--- src/rtl/branch_resolve_unit.sv ---
// Decode-side branch resolution: holds fetch-time prediction records, checks each
// against the actual outcome, and issues redirect/flush plus table update writes.
module branch_resolve_unit #(
  parameter int WIDTH = 32,
  parameter int DEPTH = 4,
  parameter int CNTW  = 16
) (
  input  logic             clk,
  input  logic             reset_n,
  input  logic             f_valid,
  input  logic [WIDTH-1:0] f_pc,
  input  logic             f_pred_taken,
  input  logic [WIDTH-1:0] f_pred_target,
  input  logic             stall,
  input  logic             d_valid,
  input  logic             d_is_branch,
  input  logic             d_taken,
  input  logic [WIDTH-1:0] d_target,
  output logic             redirect,
  output logic [WIDTH-1:0] redirect_pc,
  output logic             flush,
  output logic             upd_valid,
  output logic [WIDTH-1:0] upd_pc,
  output logic [WIDTH-1:0] upd_target,
  output logic             upd_taken,
  input  logic             upd_ready,
  output logic             stall_req,
  output logic             q_err,
  output logic [CNTW-1:0]  br_count,
  output logic [CNTW-1:0]  mp_count
);
  localparam int PW = (DEPTH > 1) ? $clog2(DEPTH) : 1;
  localparam int CW = PW + 1;

  logic [WIDTH-1:0] q_pc  [DEPTH];
  logic [WIDTH-1:0] q_tgt [DEPTH];
  logic             q_pt  [DEPTH];
  logic [PW-1:0]    rd_ptr_reg, wr_ptr_reg;
  logic [CW-1:0]    q_count_reg;

  logic [WIDTH-1:0] u_pc_reg    [2];
  logic [WIDTH-1:0] u_tgt_reg   [2];
  logic             u_taken_reg [2];
  logic             u_rd_reg, u_wr_reg;
  logic [1:0]       u_count_reg;

  logic             redirect_reg, q_err_reg;
  logic [WIDTH-1:0] redirect_pc_reg;
  logic [CNTW-1:0]  br_count_reg, mp_count_reg;

  logic [WIDTH-1:0] h_pc, h_tgt, correct_pc;
  logic             h_pt;
  logic             q_empty, q_full, pop_req, pop, push_req, push;
  logic             mispredict_now, upd_enq, upd_deq, upd_acc, u_full, err_now;

  assign h_pc  = q_pc[rd_ptr_reg];
  assign h_tgt = q_tgt[rd_ptr_reg];
  assign h_pt  = q_pt[rd_ptr_reg];

  always_comb begin
    q_empty        = (q_count_reg == '0);
    q_full         = (q_count_reg == CW'(DEPTH));
    pop_req        = d_valid & ~stall;
    pop            = pop_req & ~q_empty;
    mispredict_now = 1'b0;
    upd_enq        = 1'b0;
    correct_pc     = h_pc + WIDTH'(4);
    if (pop) begin
      if (d_is_branch) begin
        mispredict_now = (h_pt != d_taken) | (d_taken & (h_tgt != d_target));
        upd_enq        = 1'b1;
        if (d_taken) correct_pc = d_target;
      end else if (h_pt) begin
        // A non-branch predicted taken sent fetch down a bogus path.
        mispredict_now = 1'b1;
        upd_enq        = 1'b1;
      end
    end
    push_req = f_valid & ~stall & ~mispredict_now;
    push     = push_req & (~q_full | pop);
    u_full   = (u_count_reg == 2'd2);
    upd_deq  = (u_count_reg != 2'd0) & upd_ready;
    upd_acc  = upd_enq & (~u_full | upd_deq);
    err_now  = (push_req & q_full & ~pop) | (pop_req & q_empty) |
               (upd_enq & u_full & ~upd_deq);
  end

  // Record storage carries no reset; validity lives entirely in the pointers.
  always_ff @(posedge clk) begin
    if (push) begin
      q_pc[wr_ptr_reg]  <= f_pc;
      q_pt[wr_ptr_reg]  <= f_pred_taken;
      q_tgt[wr_ptr_reg] <= f_pred_target;
    end
  end

  always_ff @(posedge clk or negedge reset_n) begin
    if (!reset_n) begin
      rd_ptr_reg      <= '0;
      wr_ptr_reg      <= '0;
      q_count_reg     <= '0;
      u_rd_reg        <= 1'b0;
      u_wr_reg        <= 1'b0;
      u_count_reg     <= 2'd0;
      redirect_reg    <= 1'b0;
      redirect_pc_reg <= '0;
      q_err_reg       <= 1'b0;
      br_count_reg    <= '0;
      mp_count_reg    <= '0;
      for (int i = 0; i < 2; i++) begin
        u_pc_reg[i]    <= '0;
        u_tgt_reg[i]   <= '0;
        u_taken_reg[i] <= 1'b0;
      end
    end else begin
      if (mispredict_now) begin
        rd_ptr_reg  <= '0;
        wr_ptr_reg  <= '0;
        q_count_reg <= '0;
      end else begin
        if (push) wr_ptr_reg <= wr_ptr_reg + PW'(1);
        if (pop)  rd_ptr_reg <= rd_ptr_reg + PW'(1);
        if (push && !pop)      q_count_reg <= q_count_reg + CW'(1);
        else if (!push && pop) q_count_reg <= q_count_reg - CW'(1);
      end

      if (upd_acc) begin
        u_pc_reg[u_wr_reg]    <= h_pc;
        u_tgt_reg[u_wr_reg]   <= d_target;
        u_taken_reg[u_wr_reg] <= d_taken & d_is_branch;
        u_wr_reg              <= ~u_wr_reg;
      end
      if (upd_deq) u_rd_reg <= ~u_rd_reg;
      if (upd_acc && !upd_deq)      u_count_reg <= u_count_reg + 2'd1;
      else if (!upd_acc && upd_deq) u_count_reg <= u_count_reg - 2'd1;

      redirect_reg <= mispredict_now;
      if (mispredict_now) redirect_pc_reg <= correct_pc;
      if (err_now) q_err_reg <= 1'b1;
      if (pop && d_is_branch && br_count_reg != '1) br_count_reg <= br_count_reg + CNTW'(1);
      if (mispredict_now && mp_count_reg != '1) mp_count_reg <= mp_count_reg + CNTW'(1);
    end
  end

  assign redirect    = redirect_reg;
  assign flush       = redirect_reg;
  assign redirect_pc = redirect_pc_reg;
  assign upd_valid   = (u_count_reg != 2'd0);
  assign upd_pc      = u_pc_reg[u_rd_reg];
  assign upd_target  = u_tgt_reg[u_rd_reg];
  assign upd_taken   = u_taken_reg[u_rd_reg];
  assign stall_req   = u_full;
  assign q_err       = q_err_reg;
  assign br_count    = br_count_reg;
  assign mp_count    = mp_count_reg;
endmodule

--- config.mk ---
export PLATFORM = sky130hd
export DESIGN_NAME = branch_resolve_unit
export DESIGN_NICKNAME = d
export VERILOG_FILES = /design/src/rtl/branch_resolve_unit.sv
export SDC_FILE = /design/constraint.sdc
export NUM_CORES = 1
export LEC_CHECK = 0
export ABC_AREA = 1
export CORE_MARGIN = 3
export CORE_UTILIZATION = 40
export DETAILED_ROUTE_END_ITERATION = 12
export PLACE_DENSITY_LB_ADDON = 0.12
export RECOVER_POWER = 50
export SLEW_MARGIN = 20
export SYNTH_ARGS = -nofsm -noshare
export SYNTH_HDL_FRONTEND = slang
export SYNTH_SLANG_ARGS = --single-unit
--- constraint.sdc ---
create_clock -name clk -period 7.52 [get_ports clk]
set_input_delay 2.256 -clock clk [delete_from_list [all_inputs] [get_ports clk]]
set_output_delay 2.256 -clock clk [all_outputs]
set_load 0.1 [all_outputs]
==> metrics.md <==
| Metric | Value |
|---|---|
| Synthesized area | 20690 um^2 |
| Port buffer count | 238 |
| Adder-cell share of the synthesized area | 0.005806 |
| Clk root buf | clkbuf_16 |
| Total wire length | 62.20 mm |
| Regs by FF count | q_pc x128, q_tgt x128 |
| Worst hold start | u_tgt_reg[23] |
| Crit share post-route | 0.7828 |
| Sequential cell area | 12990 um^2 |
| Seq/Total Area, Yosys | 0.6277 |
| TritonCTS clock tree | built |
| Remaining DRCs | 0 |
| Synth-to-Final Area Change | 22.10% |
| Simple-gate portion of the synthesized area | 0.2058 |
| Worst R2R Start | rd_ptr_reg[0] |
| RSZ-0062 raised after global routing | no |
| DR pass1 iterations | 6 |
| # rows | 82 |
| HP Class | reg2reg |
| Multi-input logic area | 6548 um^2 |
| Synth Area in Compound Gates | 0.07952 |
| CTS max path bufs | 3 |
| Combinational Power Share | 0.508 |
| Final Max Tran Viols | 130 |
| I/O pins | 239 |
| Area of the core | 50580 um^2 |
| Avg Cell Area, Syn | 9.820 um^2 |
| H-tree lvl count | 2 |
| Worst-margin pin slew | 3.977 ns |
| # clock sinks | 467 |
| Switching power | 6.391 mW |
| Flop pwr share | 0.296 |
| Die width | 233.4 um |
| Syn Inst Count | 2107 |
| Final global-route overflow total | 0 |
| First-pass GRT wire length | 92.07 mm |
| Fillers | 4673 |
| Synthesized flop and latch total | 467 |
| Hold Vio Cnt, Final | 0 |
| Crit end category | register |
| CP arrival | 6.34 ns |
| Status | complete, but fails checks |
| Synthesized Nets | 2221 |
| Number of max-cap violations | 2 |
| Worst R2R Setup Slack | 1.92 ns |
| Placed cells | 2937 |
| Critical path peak fanout | 70 |
| Cts bufs inserted | 52 |
| Initial antenna violation count | 3 |
| Clock slew at reported path FFs | 0.06 ns |
| Worst IR Drop VDD | 0.3580 mV |
| GRT Util Overall | 0.2251 |
| Power per cell area | 496.3 nW/um^2 |
| YS warnings | 0 |
| LEAKAGE | 10.53 nW |
| Via count | 15670 |
| Starting Density | 0.4090 |
| Hold-fix buffers at CTS | 0 |
| Crit Path Category | in2reg |
| DR iter-0 viols | 1314 |
| WL per Instance | 20.47 um |
| Vias in the first global route | 14630 |
| Synth unique cells | 49 |
| Non-Filler Instances | 3039 |
| Clock Skews | 0.01667 ns |
| Die H | 233.4 um |
| Post-layout min period | 5.887 ns |
| Routability Congestion | 0.9097 |
| Setup violations, final | 0 |
| Mux cell area share after synthesis | 0.001633 |
| Skew-Pair Late Insertion Delay | 0.60 ns |
| Post-CTS Setup Inserts | 0 |
| Slew margin rel. | -1.651 |
| Setup TNS | 0 ns |
| Required time of the critical path | 7.97 ns |
| Pin count of the biggest net entering global routing | 139 |
| Sw Ratio | 0.5097 |
| Layout net count | 2434 |
| Clk pwr share | 0.195 |
| Startpoint types | input port |
| Die area | 54490 um^2 |
| Post-cts sizing count | 0 |
| Post-DR vias/cell | 5.155 |
| Largest family of logic cells by synthesized area | simple AND/OR/NAND/NOR gates |
| Layout cell share with drive strength beyond 1 | 0.06937 |
| Final HPWL DP | 41.95 mm |
| Xor and xnor area share after synthesis | 0.02244 |
| Antenna Nets Post-Route | 0 |
| Achievable frequency | 169.9 MHz |
| Internal power | 6.147 mW |
| Failing checks | max-capacitance violations, max-slew violations |
| Worst Setup SP | stall |
## per-layer routing
metal | up-vias | global-route usage | part of all wire
li1 | 7416 | - | -
met1 | 7631 | 0.3289 | 0.45
met2 | 532 | 0.3520 | 0.46
met3 | 87 | 0.02890 | 0.064
met4 | 0 | 0.06790 | 0.025
met5 | - | 0 | 0
## metrics by stage
| stage | hold WS [ns] | instance area (um^2) | power, mW | utilization | setup slack (ns) |
|---|---|---|---|---|---|
| floorplan | 0.4529 | 20690 | 8.352 | - | 1.097 |
| finish | 0.4838 | 25260 | 12.54 | 0.4994 | 1.633 |
| CTS | 0.4872 | 25270 | 12.65 | 0.4996 | 1.595 |
| detailed placement | 0.4729 | 23600 | 10.16 | 0.4667 | 1.819 |
| global placement | 0.4652 | 23600 | 10.11 | 0.4667 | 1.848 |
| global route | 0.5006 | 25260 | 13.15 | 0.4994 | 0.9636 |
## power by group through the flow
stage          clock, mW  combinational (mW)  sequential [mW]
2_1_floorplan          0                3.96             4.39
3_3_place_gp           0                6.37             3.74
3_5_place_dp           0                6.40             3.75
4_1_cts             2.51                6.43             3.71
5_1_grt             2.62                6.77             3.77
6_report            2.45                6.37             3.71
## worst paths after layout
kind / endpoint / cells past startpoint
min reg2reg: u_tgt_reg[23] / 2
max in group asynchronous: u_pc_reg[43] / 2
max reg2reg: u_tgt_reg[21] / 10
min: u_tgt_reg[23] / 2
min in group asynchronous: br_count[2] / 1
max: u_tgt_reg[2] / 12
## critical path, stage by stage
cell	delay, ns
dlygate4sd3_1	0.54
inv_1	0.07
nand2_1	0.12
a31oi_1	0.44
inv_1	0.28
a21oi_1	0.24
nand2_1	0.15
inv_1	0.11
nand2_1	1.04
buf_4	0.78
nand2_1	0.16
o21ai_0	0.09
## Yosys cell counts, drive strengths merged
library cell,count,share of area
nand4,13,0.0039
xnor2,4,0.0017
nand3,163,0.040
clkbuf,54,0.0098
mux2,3,0.0016
a32o,2,0.00097
o22ai,3,0.0012
o21ai,205,0.050
a31oi,6,0.0021
o31ai,3,0.0013
o211ai,2,0.00073
xor2,49,0.021
o22a,1,0.00042
nor3b,2,0.00097
o2111ai,1,0.00042
inv,161,0.029
ha,8,0.0048
edfxtp,260,0.38
buf,46,0.017
nor4,4,0.0015
a32oi,16,0.012
fa,1,0.00097
nand3b,3,0.0011
nor2,98,0.019
nand2,719,0.13
dfrtp,207,0.25
and2,6,0.0018
a21oi,45,0.011
nor3,20,0.0060
clkinv,2,0.00060
## cells in the final DEF, fill, tap and decap left out, types with 3 or more instances in the layout
cell               n
inv_1            149
nor3_1            16
edfxtp_1         260
clkbuf_8           6
o21ai_1            9
nor4_1             3
clkinvlp_4         5
diode_2            3
ha_1               8
and2_1             6
clkbuf_16         53
a31oi_1            6
clkbuf_1          13
buf_12             4
dfrtp_1          205
clkinv_1           4
nand4_1           13
nand2_1          710
nand3_1          162
nand2_2            9
a21oi_1           45
a32oi_1            5
dlygate4sd3_1     67
xnor2_1            4
nand3b_1           3
xor2_1            49
o21ai_0          196
nor3_2             4
clkinv_4           3
nor2_4             7
nor2_2             6
clkdlybuf4s50_1  170
buf_4             16
nor2_1            85
inv_2             11
mux2_2             3
clkinv_2          13
a32oi_2            9
## logic make-up after synthesis
logic type | Yosys count
and+or+nand+nor | 1028
DFF | 467
AOI/OAI and AO/OA | 284
buffers and inverters | 263
xor gates and xnor gates | 53
adders and majority gates | 9
muxes | 3
## final cells by class
type	count	share of cell area
diodes	3	0.0002972
clock buffers	71	0.05755
repair buffers	259	0.1026
well taps	672	0.03328
flip-flops and latches	467	0.5143
multi-input cells	1377	0.2592
inverters	163	0.02442
clock inverters	27	0.008370
No activity file was read; power rests on OpenSTA's default activity.
